## src/rtl/null_former_pkg.sv

```systemverilog
// null_former_pkg
//   Shared definitions for the null-former coefficient loader:
//   - default channel/tap/coefficient sizes tied to the CRPA_* defines
//   - loader FSM state encoding
//   - width helpers for counters and the weight RAM address
`ifndef CRPA_NCH
`define CRPA_NCH 4
`endif
`ifndef CRPA_NT
`define CRPA_NT 8
`endif
`ifndef CRPA_C_WIDTH
`define CRPA_C_WIDTH 16
`endif

package null_former_pkg;

  localparam int CRPA_NCH_DEF     = `CRPA_NCH;
  localparam int CRPA_NT_DEF      = `CRPA_NT;
  localparam int CRPA_C_WIDTH_DEF = `CRPA_C_WIDTH;
  localparam int NBANK_DEF        = 4;
  localparam int DIV_WIDTH_DEF    = 8;

  typedef enum logic [1:0] {
    ST_IDLE  = 2'd0,
    ST_READ  = 2'd1,
    ST_DRAIN = 2'd2,
    ST_ARM   = 2'd3
  } state_e;

  // Index width for n items; never narrower than one bit.
  function automatic int clog2_min1(input int n);
    return (n > 1) ? $clog2(n) : 1;
  endfunction

  // Weight RAM address width covering every bank at full size.
  function automatic int addr_width(input int nbank, input int nch, input int nt);
    return clog2_min1(nbank * nch * nt);
  endfunction

endpackage

```

## src/rtl/null_coef_loader_coef_addr_gen.sv

```systemverilog
// coef_addr_gen
//   Channel/tap counters plus bank-offset adder for the weight RAM reader.
//   Walks channel-major, taps ascending, and keeps a registered full-width
//   RAM address alongside the counters.
// Ports:
//   clk, rst  : clock, synchronous active-high reset
//   clr       : restart at (ch 0, tap 0) of bank `bank`
//   adv       : step to the next (ch, tap)
//   bank      : bank number, used only while clr is high
//   ch, tap   : current channel / tap (registered)
//   addr      : current RAM address (registered)
//   last      : current word is the final one of the bank
module coef_addr_gen
  import null_former_pkg::*;
#(
  parameter int NCH   = CRPA_NCH_DEF,
  parameter int NT    = CRPA_NT_DEF,
  parameter int NBANK = NBANK_DEF,
  localparam int BANK_W = clog2_min1(NBANK),
  localparam int CH_W   = clog2_min1(NCH),
  localparam int TAP_W  = clog2_min1(NT),
  localparam int ADDR_W = addr_width(NBANK, NCH, NT)
) (
  input  logic              clk,
  input  logic              rst,
  input  logic              clr,
  input  logic              adv,
  input  logic [BANK_W-1:0] bank,
  output logic [CH_W-1:0]   ch,
  output logic [TAP_W-1:0]  tap,
  output logic [ADDR_W-1:0] addr,
  output logic              last
);

  logic [CH_W-1:0]   ch_q,   ch_d;
  logic [TAP_W-1:0]  tap_q,  tap_d;
  logic [ADDR_W-1:0] addr_q, addr_d;

  // Next counter/address values: restart at a bank base or step one word.
  always_comb begin
    ch_d   = ch_q;
    tap_d  = tap_q;
    addr_d = addr_q;
    if (clr) begin
      ch_d   = {CH_W{1'b0}};
      tap_d  = {TAP_W{1'b0}};
      // Full-width multiply so the top bank ends at the last RAM word.
      addr_d = ADDR_W'(bank) * ADDR_W'(NCH * NT);
    end else if (adv) begin
      // Words of a bank are contiguous, so the address simply increments.
      addr_d = addr_q + ADDR_W'(1);
      if (tap_q == TAP_W'(NT - 1)) begin
        tap_d = {TAP_W{1'b0}};
        ch_d  = ch_q + CH_W'(1);
      end else begin
        tap_d = tap_q + TAP_W'(1);
      end
    end else begin
      ch_d   = ch_q;
      tap_d  = tap_q;
      addr_d = addr_q;
    end
  end

  // Counter and address registers.
  always_ff @(posedge clk) begin
    if (rst) begin
      ch_q   <= {CH_W{1'b0}};
      tap_q  <= {TAP_W{1'b0}};
      addr_q <= {ADDR_W{1'b0}};
    end else begin
      ch_q   <= ch_d;
      tap_q  <= tap_d;
      addr_q <= addr_d;
    end
  end

  assign ch   = ch_q;
  assign tap  = tap_q;
  assign addr = addr_q;
  assign last = (ch_q == CH_W'(NCH - 1)) && (tap_q == TAP_W'(NT - 1));

endmodule

```

## src/rtl/null_coef_loader.sv

```systemverilog
// null_coef_loader
//   Loads one NCH x NT weight bank from the synchronous weight RAM into the
//   channel FIR shadow coefficient registers, then raises coef_mirr until a
//   data sample is valid so all FIRs and null_div switch on that sample.
// Ports:
//   clk, rst        : clock, synchronous active-high reset
//   start           : one-cycle load request (bank_sel, div_in sampled with it)
//   sample_valid    : data-path valid strobe, selects the commit sample
//   clr_err         : clears the sticky overrun flag
//   rd_en/rd_addr   : weight RAM read port, rd_data returns one cycle later
//   coef_we/ch/tap/data : FIR shadow coefficient write port
//   coef_mirr       : commit strobe to all channel FIRs
//   null_div        : active divider shift
//   busy, done      : FSM not idle / one-cycle commit-complete pulse
//   overrun         : sticky, a start arrived while busy
module null_coef_loader
  import null_former_pkg::*;
#(
  parameter int NCH       = CRPA_NCH_DEF,
  parameter int NT        = CRPA_NT_DEF,
  parameter int C_WIDTH   = CRPA_C_WIDTH_DEF,
  parameter int NBANK     = NBANK_DEF,
  parameter int DIV_WIDTH = DIV_WIDTH_DEF,
  localparam int BANK_W = clog2_min1(NBANK),
  localparam int CH_W   = clog2_min1(NCH),
  localparam int TAP_W  = clog2_min1(NT),
  localparam int ADDR_W = addr_width(NBANK, NCH, NT)
) (
  input  logic                 clk,
  input  logic                 rst,
  input  logic                 start,
  input  logic [BANK_W-1:0]    bank_sel,
  input  logic [DIV_WIDTH-1:0] div_in,
  input  logic                 sample_valid,
  input  logic                 clr_err,
  output logic                 rd_en,
  output logic [ADDR_W-1:0]    rd_addr,
  input  logic [C_WIDTH-1:0]   rd_data,
  output logic                 coef_we,
  output logic [CH_W-1:0]      coef_ch,
  output logic [TAP_W-1:0]     coef_tap,
  output logic [C_WIDTH-1:0]   coef_data,
  output logic                 coef_mirr,
  output logic [DIV_WIDTH-1:0] null_div,
  output logic                 busy,
  output logic                 done,
  output logic                 overrun
);

  state_e               state_q, state_d;
  logic                 rd_en_q, rd_en_d;
  logic                 coef_we_q, coef_we_d;
  logic [CH_W-1:0]      coef_ch_q, coef_ch_d;
  logic [TAP_W-1:0]     coef_tap_q, coef_tap_d;
  logic                 coef_mirr_q, coef_mirr_d;
  logic                 done_q, done_d;
  logic [DIV_WIDTH-1:0] null_div_q, null_div_d;
  logic [DIV_WIDTH-1:0] div_lat_q, div_lat_d;
  logic                 overrun_q, overrun_d;
  logic                 busy_q, busy_d;

  logic                 gen_clr;
  logic                 gen_adv;
  logic [CH_W-1:0]      gen_ch;
  logic [TAP_W-1:0]     gen_tap;
  logic                 gen_last;

  // The bank base is captured by the address generator on the start cycle.
  coef_addr_gen #(
    .NCH   (NCH),
    .NT    (NT),
    .NBANK (NBANK)
  ) u_addr_gen (
    .clk  (clk),
    .rst  (rst),
    .clr  (gen_clr),
    .adv  (gen_adv),
    .bank (bank_sel),
    .ch   (gen_ch),
    .tap  (gen_tap),
    .addr (rd_addr),
    .last (gen_last)
  );

  // Sequencer next state: read the bank, drain the RAM pipe, arm the commit.
  always_comb begin
    state_d     = state_q;
    rd_en_d     = 1'b0;
    coef_mirr_d = 1'b0;
    done_d      = 1'b0;
    null_div_d  = null_div_q;
    div_lat_d   = div_lat_q;
    gen_clr     = 1'b0;
    gen_adv     = 1'b0;
    case (state_q)
      ST_IDLE: begin
        if (start) begin
          state_d   = ST_READ;
          rd_en_d   = 1'b1;
          gen_clr   = 1'b1;
          div_lat_d = div_in;
        end else begin
          state_d = ST_IDLE;
        end
      end
      ST_READ: begin
        // The word at the current counters is being issued this cycle.
        if (gen_last) begin
          state_d = ST_DRAIN;
        end else begin
          rd_en_d = 1'b1;
          gen_adv = 1'b1;
        end
      end
      ST_DRAIN: begin
        state_d     = ST_ARM;
        coef_mirr_d = 1'b1;
      end
      ST_ARM: begin
        // The valid cycle seen with coef_mirr high is the commit sample.
        if (sample_valid) begin
          state_d    = ST_IDLE;
          done_d     = 1'b1;
          null_div_d = div_lat_q;
        end else begin
          coef_mirr_d = 1'b1;
        end
      end
      default: begin
        state_d = ST_IDLE;
      end
    endcase
  end

  // Write port lags the read side by the RAM latency; overrun and busy flags.
  always_comb begin
    coef_we_d  = rd_en_q;
    coef_ch_d  = gen_ch;
    coef_tap_d = gen_tap;
    busy_d     = (state_d != ST_IDLE);
    // A rejected start outranks a simultaneous clear.
    if (start && (state_q != ST_IDLE)) begin
      overrun_d = 1'b1;
    end else if (clr_err) begin
      overrun_d = 1'b0;
    end else begin
      overrun_d = overrun_q;
    end
  end

  // Sequencer and output registers.
  always_ff @(posedge clk) begin
    if (rst) begin
      state_q     <= ST_IDLE;
      rd_en_q     <= 1'b0;
      coef_we_q   <= 1'b0;
      coef_ch_q   <= {CH_W{1'b0}};
      coef_tap_q  <= {TAP_W{1'b0}};
      coef_mirr_q <= 1'b0;
      done_q      <= 1'b0;
      null_div_q  <= {DIV_WIDTH{1'b0}};
      div_lat_q   <= {DIV_WIDTH{1'b0}};
      overrun_q   <= 1'b0;
      busy_q      <= 1'b0;
    end else begin
      state_q     <= state_d;
      rd_en_q     <= rd_en_d;
      coef_we_q   <= coef_we_d;
      coef_ch_q   <= coef_ch_d;
      coef_tap_q  <= coef_tap_d;
      coef_mirr_q <= coef_mirr_d;
      done_q      <= done_d;
      null_div_q  <= null_div_d;
      div_lat_q   <= div_lat_d;
      overrun_q   <= overrun_d;
      busy_q      <= busy_d;
    end
  end

  assign rd_en     = rd_en_q;
  assign coef_we   = coef_we_q;
  assign coef_ch   = coef_ch_q;
  assign coef_tap  = coef_tap_q;
  // rd_data is the RAM's registered output; gating keeps the bus at zero
  // whenever no write is in flight.
  assign coef_data = coef_we_q ? rd_data : {C_WIDTH{1'b0}};
  assign coef_mirr = coef_mirr_q;
  assign null_div  = null_div_q;
  assign busy      = busy_q;
  assign done      = done_q;
  assign overrun   = overrun_q;

endmodule

```

## config.mk

```make
export PLATFORM = sky130hd
export DESIGN_NAME = null_coef_loader
export DESIGN_NICKNAME = d
export VERILOG_FILES = /design/src/rtl/null_former_pkg.sv /design/src/rtl/null_coef_loader_coef_addr_gen.sv /design/src/rtl/null_coef_loader.sv
export SDC_FILE = /design/constraint.sdc
export NUM_CORES = 1
export LEC_CHECK = 0
export ABC_AREA = 1
export CAP_MARGIN = 10
export CORE_ASPECT_RATIO = 0.7
export CORE_MARGIN = 8
export CORE_UTILIZATION = 42
export CTS_BUF_LIST = sky130_fd_sc_hd__clkbuf_16
export DETAILED_ROUTE_END_ITERATION = 12
export GPL_TIMING_DRIVEN = 0
export PLACE_DENSITY = 0.8
export SYNTH_ARGS = -nofsm -noshare
export SYNTH_HDL_FRONTEND = slang
export SYNTH_SLANG_ARGS = --single-unit
```

## constraint.sdc

```tcl
create_clock -name clk -period 1.7 [get_ports clk]
set_clock_uncertainty 0.1 [all_clocks]
set_input_delay 0.255 -clock clk [delete_from_list [all_inputs] [get_ports clk]]
set_output_delay 0.255 -clock clk [all_outputs]
set_load 0.005 [all_outputs]
```

# After elaboration in Yosys (flattened, before gate mapping)
# Cells that the tools add are included.
# op_classes
add_sub_neg	3
eq_ne	5
n_mux	18
bitwise_logic	1
n_reduce_logical	12
# ops
operator	count
two-way mux 16 bit	1
two-way mux 7 bit	2
two-way mux 1 bit	9
case mux 2 bit (4 select lines)	1
nonzero test 2 bit	4
adder 7 x 1 -> 7 bit (second input constant)	1
== test 2 bit (second input constant)	3
AND reduction 2 bit	3
two-way mux 2 bit	2
case mux 1 bit (2 select lines)	2
OR reduction 2 bit	2
adder 3 x 1 -> 3 bit (second input constant)	1
== test 3 bit (second input constant)	1
two-way mux 3 bit	1
adder 2 x 1 -> 2 bit (second input constant)	1
== test 2 x 1 -> 1 bit (second input constant)	1
logical AND 1 bit	2
logical NOT 2 bit	1
NOT 1 bit	1
# totals
reg_bits	41
input_bits	31
out_inout_bits	42
elab_cells	54

# Longest topological paths before layout
# Gate-level depths: netlist of the first run.
# depth
depth_word	6
depth_mapped	9
ltp_nobuf	8

# Modules after synthesis
# From an unflattened synthesis of the first run, not the netlist that was laid out.
# hier_totals
hier_cells	231
area_unflattened_um2	1714.1
# modules_own_cells
module	n_inst	cells_per_inst	area_each_um2	seq_area_each_um2
null_coef_loader	1	154	1114.8	580.6
coef_addr_gen	1	77	599.3	240.2

# Worst setup path after synthesis of the first run
# OpenSTA, ideal clock, no wires.
# synth_timing
path_kind	flip-flop to flip-flop
startpoint	register u_addr_gen.tap_q[0], in the netlist u_addr_gen.tap[0]
endpoint	register u_addr_gen.addr_q[3], in the netlist u_addr_gen.addr[3]
setup_ns	0.070
t_arrival_ns	1.345
t_required_ns	1.530
slack_ns	0.185
stages_incl_launch_ff	9
path_buffers	0
synth_period_minus_slack_ns	1.515
cell_sequence	dfxtp_1 -> ha_1 -> ha_1 -> nand2_1 -> inv_1 -> nor2_4 -> nand2_2 -> or2_0 -> a21oi_1
# synth_between
elab_chain_len	4
# synth_rtl
item	line_no	text
start, declared	null_coef_loader_coef_addr_gen.sv:36	logic [TAP_W-1:0] tap_q, tap_d;
start signal, assigned	null_coef_loader_coef_addr_gen.sv:69	tap_q <= {TAP_W{1'b0}};
start signal, assigned	null_coef_loader_coef_addr_gen.sv:73	tap_q <= tap_d;
== test 3 bit	null_coef_loader_coef_addr_gen.sv:81	assign last = (ch_q == CH_W'(NCH - 1)) && (tap_q == TAP_W'(NT - 1));
logical AND 1 bit	null_coef_loader_coef_addr_gen.sv:81	
two-way mux 1 bit	null_coef_loader.sv:108	if (gen_last) begin
two-way mux 1 bit	null_coef_loader.sv:95	case (state_q)
end signal, assigned	null_coef_loader_coef_addr_gen.sv:70	addr_q <= {ADDR_W{1'b0}};
end signal, assigned	null_coef_loader_coef_addr_gen.sv:74	addr_q <= addr_d;
end, declared	null_coef_loader_coef_addr_gen.sv:37	logic [ADDR_W-1:0] addr_q, addr_d;
# No other way between the ends.
# A chain may end at the register's enable or synchronous reset.

# Worst setup path after layout of the first run
# layout_timing
startpoint	input port rd_data[3]
endpoint	output port coef_data[3]
# layout_between
elab_chain_len	1
# layout_rtl
item	line_no	text
start, declared	null_coef_loader.sv:38	input logic [C_WIDTH-1:0] rd_data,
two-way mux 16 bit	null_coef_loader.sv:186	assign coef_data = coef_we_q ? rd_data : {C_WIDTH{1'b0}};
end, declared	null_coef_loader.sv:42	output logic [C_WIDTH-1:0] coef_data,
# No other way between the ends.

==> impl_metrics.yaml, run 1 <==
logic_synthesis:
  synth.yosys.warnings: 0
  yosys.area_share.adder: 0.0293
  post_synth_inst_count: 229
  synthMuxAreaShare: 0
  synth_seq_area_share: 0.481
  synth-compound-area-share: 0.154
  yosys.area_share.xor_xnor: 0
  syn_avg_cell_area_um2: 7.45
  largest_family_of_logic_cells_by_synthesized_area: "simple AND/OR/NAND/NOR gates"
  syn-num-nets: 264
  post_synth_instance_area_um2: 1710
  cell_variety_after_synth: 23
  share_of_synthesized_cell_area_in_and_or_nand_and_nor_gates: 0.213
  synth_seq_cells: 41
cells_and_area:
  fraction_of_final_layout_cells_sized_beyond_drive_strength_1: 0.0806
  areaGrowthSynthToFinish_pct: 57.5
  num_antenna_cells: 0
  postLayoutCoreUtil: 0.689
  post-route-cell-area_um2: 2690
  final_nets: 344
global_routing:
  gr-usage-all-layers: 0.146
  vias_in_the_first_global_route: 1552
  grt_antenna_before_repair: 0
  grt_first_pass_wirelength_um: 7490
  aggregate_global_routing_overflow: 0
  grt_max_degree: 13
routing:
  route.vias.total: 1677
  dr.pass1.iters: 4
  post_drt_wl_per_cell_um: 13.0
  route.detailed.vias_per_inst: 4.63
  finalWirelength_um: 4720
  residual_drc_count: 0
  antenna_left: 0
  drt_first_iter_violations: 85
floorplan:
  design.portCount: 73
  chipHeight_um: 69.3
  rows: 19
  core_region_area_um2: 3900
  floorplan.initialDensity: 0.437
  floorplan.die.width_um: 92.2
  die-area_um2: 6390
power:
  power_density_nw_per_um2: 869
  leakage_nw: 1.24
  max-vdd-ir-drop_uv: 606
clocking:
  worstSkewPairLatency_ps: 280
  clk_transition_reported_paths_ps: 50
  ctsHtreeMaxLevel: 2
  post_cts_hold_buffer_count: 0
  cts.root.buffer_cell: "sky130_fd_sc_hd__clkbuf_16"
  cts-buffers-inserted: 5
  cts_tree: "yes"
  cts-root-to-sink-buffers: 2
  cts_sinks: 41
critical_path:
  critPathMaxStageDelay_ps: 490
  worstSetupEndpointType: "output port"
  worst_path_bufs_invs: 3
  cpMostUsedCell: "sky130_fd_sc_hd__clkdlybuf4s50_1"
  timing.critical_path.max_delay_family: "buffers and inverters"
  critical_path_required_ps: 1340
  worst-path-max-fanout: 1
  crit_path_top_delay_cell: "sky130_fd_sc_hd__clkdlybuf4s50_1"
  path_class: "in2out"
  startpoint_type_of_the_worst_setup_path: "primary input"
  critical_path.cell_chain: "clkdlybuf4s50_1 -> nand2_1 -> inv_1 -> clkdlybuf4s50_1"
  cp_data_arrival_time_ps: 1310
sta:
  finalHoldViolCount: 0
  worst_pin_slew_ps: 511
  clock.fmax_mhz: 599
  max_slew_headroom: 0.660
  drv_slew: 0
  fin_crit_ps: 1670
  min_period_over_period: 0.982
  timing.final.setup_violations: 0
outcome:
  result_of_the_run: "complete, no violations"
job:
  max-cap-violations: 0
placed_design:
  detailed_place.area_um2: 2490
  dp_hpwl_um: 3590
  portBuffers: 72
  place.gp.congestion: 0.834
min_path:
  hold_class: "reg2reg"
[state kept, by name, indices dropped and copies added (netlist names)]
signal / cells
overrun: 1
coef_we: 1
state_q: 2
done: 1
coef_ch: 2
null_div: 8
coef_tap: 3
coef_mirr: 1
busy: 1
div_lat_q: 8
u_addr_gen.tap: 3
u_addr_gen.ch: 2
rd_en: 1
u_addr_gen.addr: 7
[per-stage QoR]
step                      hold WS (ps)  power [mW]  worst slack (ps)  instances  TNS, ps
after floorplan                    220        1.16               185        229        0
after global placement             310        1.31              -216        353    -2720
after detailed placement           317        1.32              -231        353    -3110
after CTS                          318        2.35              7.75        360        0
after global routing               349        2.44             -4.24        362    -7.21
final                              316        2.34              30.3        362        0
[worst register-to-register path, stage by stage, from the launching register on]
cell and delay [ps]:
sky130_fd_sc_hd__dfxtp_2 340, sky130_fd_sc_hd__ha_1 220, sky130_fd_sc_hd__ha_4 180, sky130_fd_sc_hd__nand2_2 70, sky130_fd_sc_hd__inv_1 70, sky130_fd_sc_hd__nor2_4 180
sky130_fd_sc_hd__nand2_2 70, sky130_fd_sc_hd__or2_0 200, sky130_fd_sc_hd__a21oi_1 110
[what timing repair did]
| action | in CTS | in global routing |
|---|---|---|
| pin swaps | 0 | 1 |
| resized for setup | 16 | 6 |
| buffers inserted | 1 | 2 |
| hold endpoints to repair | 0 | 0 |
| setup endpoints to repair | 16 | 7 |
[cells in the mapped netlist]
| cell type | count | share of area |
|---|---|---|
| sky130_fd_sc_hd__a31oi_4 | 1 | 0.012 |
| sky130_fd_sc_hd__ha_1 | 4 | 0.029 |
| sky130_fd_sc_hd__nor2_4 | 1 | 0.0066 |
| sky130_fd_sc_hd__inv_1 | 42 | 0.092 |
| sky130_fd_sc_hd__buf_4 | 1 | 0.0044 |
| sky130_fd_sc_hd__clkbuf_1 | 4 | 0.0088 |
| sky130_fd_sc_hd__inv_2 | 2 | 0.0044 |
| sky130_fd_sc_hd__nand2_2 | 3 | 0.011 |
| sky130_fd_sc_hd__buf_6 | 1 | 0.0066 |
| sky130_fd_sc_hd__or2_0 | 1 | 0.0037 |
| sky130_fd_sc_hd__nor2_2 | 1 | 0.0037 |
| sky130_fd_sc_hd__dfxtp_1 | 41 | 0.48 |
| sky130_fd_sc_hd__a21oi_1 | 21 | 0.062 |
| sky130_fd_sc_hd__nand3_4 | 1 | 0.010 |
| sky130_fd_sc_hd__o21ai_0 | 21 | 0.062 |
| sky130_fd_sc_hd__nand3_1 | 9 | 0.026 |
| sky130_fd_sc_hd__nand2_1 | 39 | 0.086 |
| sky130_fd_sc_hd__buf_2 | 1 | 0.0029 |
| sky130_fd_sc_hd__o32ai_1 | 1 | 0.0051 |
| sky130_fd_sc_hd__a211oi_1 | 1 | 0.0044 |
| sky130_fd_sc_hd__o21bai_1 | 2 | 0.0088 |
| sky130_fd_sc_hd__nor2_1 | 30 | 0.066 |
| sky130_fd_sc_hd__clkinv_1 | 1 | 0.0022 |
[cell usage in the layout (no fill, tap or decap), types with 2 or more instances in the layout]
| master | synthesis | layout |
|---|---|---|
| sky130_fd_sc_hd__o21bai_1 | 2 | 2 |
| sky130_fd_sc_hd__nand2_2 | 3 | 4 |
| sky130_fd_sc_hd__clkdlybuf4s50_1 | 0 | 59 |
| sky130_fd_sc_hd__inv_2 | 2 | 2 |
| sky130_fd_sc_hd__clkbuf_16 | 0 | 5 |
| sky130_fd_sc_hd__nand3_1 | 9 | 9 |
| sky130_fd_sc_hd__clkinv_1 | 1 | 2 |
| sky130_fd_sc_hd__dlygate4sd2_1 | 0 | 11 |
| sky130_fd_sc_hd__dfxtp_1 | 41 | 39 |
| sky130_fd_sc_hd__o21ai_0 | 21 | 21 |
| sky130_fd_sc_hd__buf_4 | 1 | 3 |
| sky130_fd_sc_hd__dlymetal6s2s_1 | 0 | 2 |
| sky130_fd_sc_hd__clkbuf_1 | 4 | 2 |
| sky130_fd_sc_hd__a21oi_1 | 21 | 21 |
| sky130_fd_sc_hd__nor2_1 | 30 | 30 |
| sky130_fd_sc_hd__nand2_1 | 39 | 38 |
| sky130_fd_sc_hd__inv_1 | 42 | 43 |
| sky130_fd_sc_hd__ha_1 | 4 | 3 |
[cell type report]
cell class / count / area [µm²]
fillers: 345 / 1210
flip-flops and latches: 41 / 826
repair buffers: 74 / 727
multi-input cells: 136 / 692
inverters: 45 / 169
clock buffers: 5 / 125
well taps: 52 / 65.1
plain buffers: 6 / 45.0
clock inverters: 3 / 37.5
[power by group]
part / leakage, nW / switching [mW] / total, mW / internal (mW)
clock network: 0.0826 / 0.357 / 1.04 / 0.681
logic: 0.822 / 0.120 / 0.273 / 0.153
registers: 0.335 / 0.0263 / 1.02 / 0.998
[cells by family (layout without fill, tap and decap cells)]
kind of cell,Yosys count,in the layout
flip-flops,41,41
adder cells (fa/ha/maj),4,4
AO/OA/AOI/OAI,47,47
buffers and inverters,52,133
AND/OR/NAND/NOR,85,85
[path summary, 6_finish.rpt]
| path | start | end | slack, ps | cells after the start |
|---|---|---|---|---|
| setup / recovery | rd_data[3] | coef_data[3] | 30 | 4 |
| setup reg to reg | u_addr_gen.tap[0] | u_addr_gen.addr[3] | 80 | 8 |
| hold / removal | rd_en | coef_we | 320 | 2 |
| hold reg to reg | rd_en | coef_we | 320 | 2 |
[routing by layer]
| metal | share of wire | GRT usage | vias to the layer above |
|---|---|---|---|
| met5 | 0 | 0 | - |
| met4 | 0.016 | 0.0498 | 0 |
| met3 | 0.11 | 0.0692 | 11 |
| met2 | 0.41 | 0.214 | 81 |
| met1 | 0.47 | 0.182 | 719 |
| li1 | - | - | 866 |
(Power assumes the default switching activity.)
==> run 2, diff against run 1 <==
--- a/config.mk
+++ b/config.mk
@@ -6,7 +6,7 @@
 export NUM_CORES = 1
 export LEC_CHECK = 0
 export ABC_AREA = 1
-export CAP_MARGIN = 10
+export CAP_MARGIN = 40
 export CORE_ASPECT_RATIO = 0.7
 export CORE_MARGIN = 8
 export CORE_UTILIZATION = 42
==> results of run 2 <==
No change in the layout: final DEF, timing and power equal those of run 1.
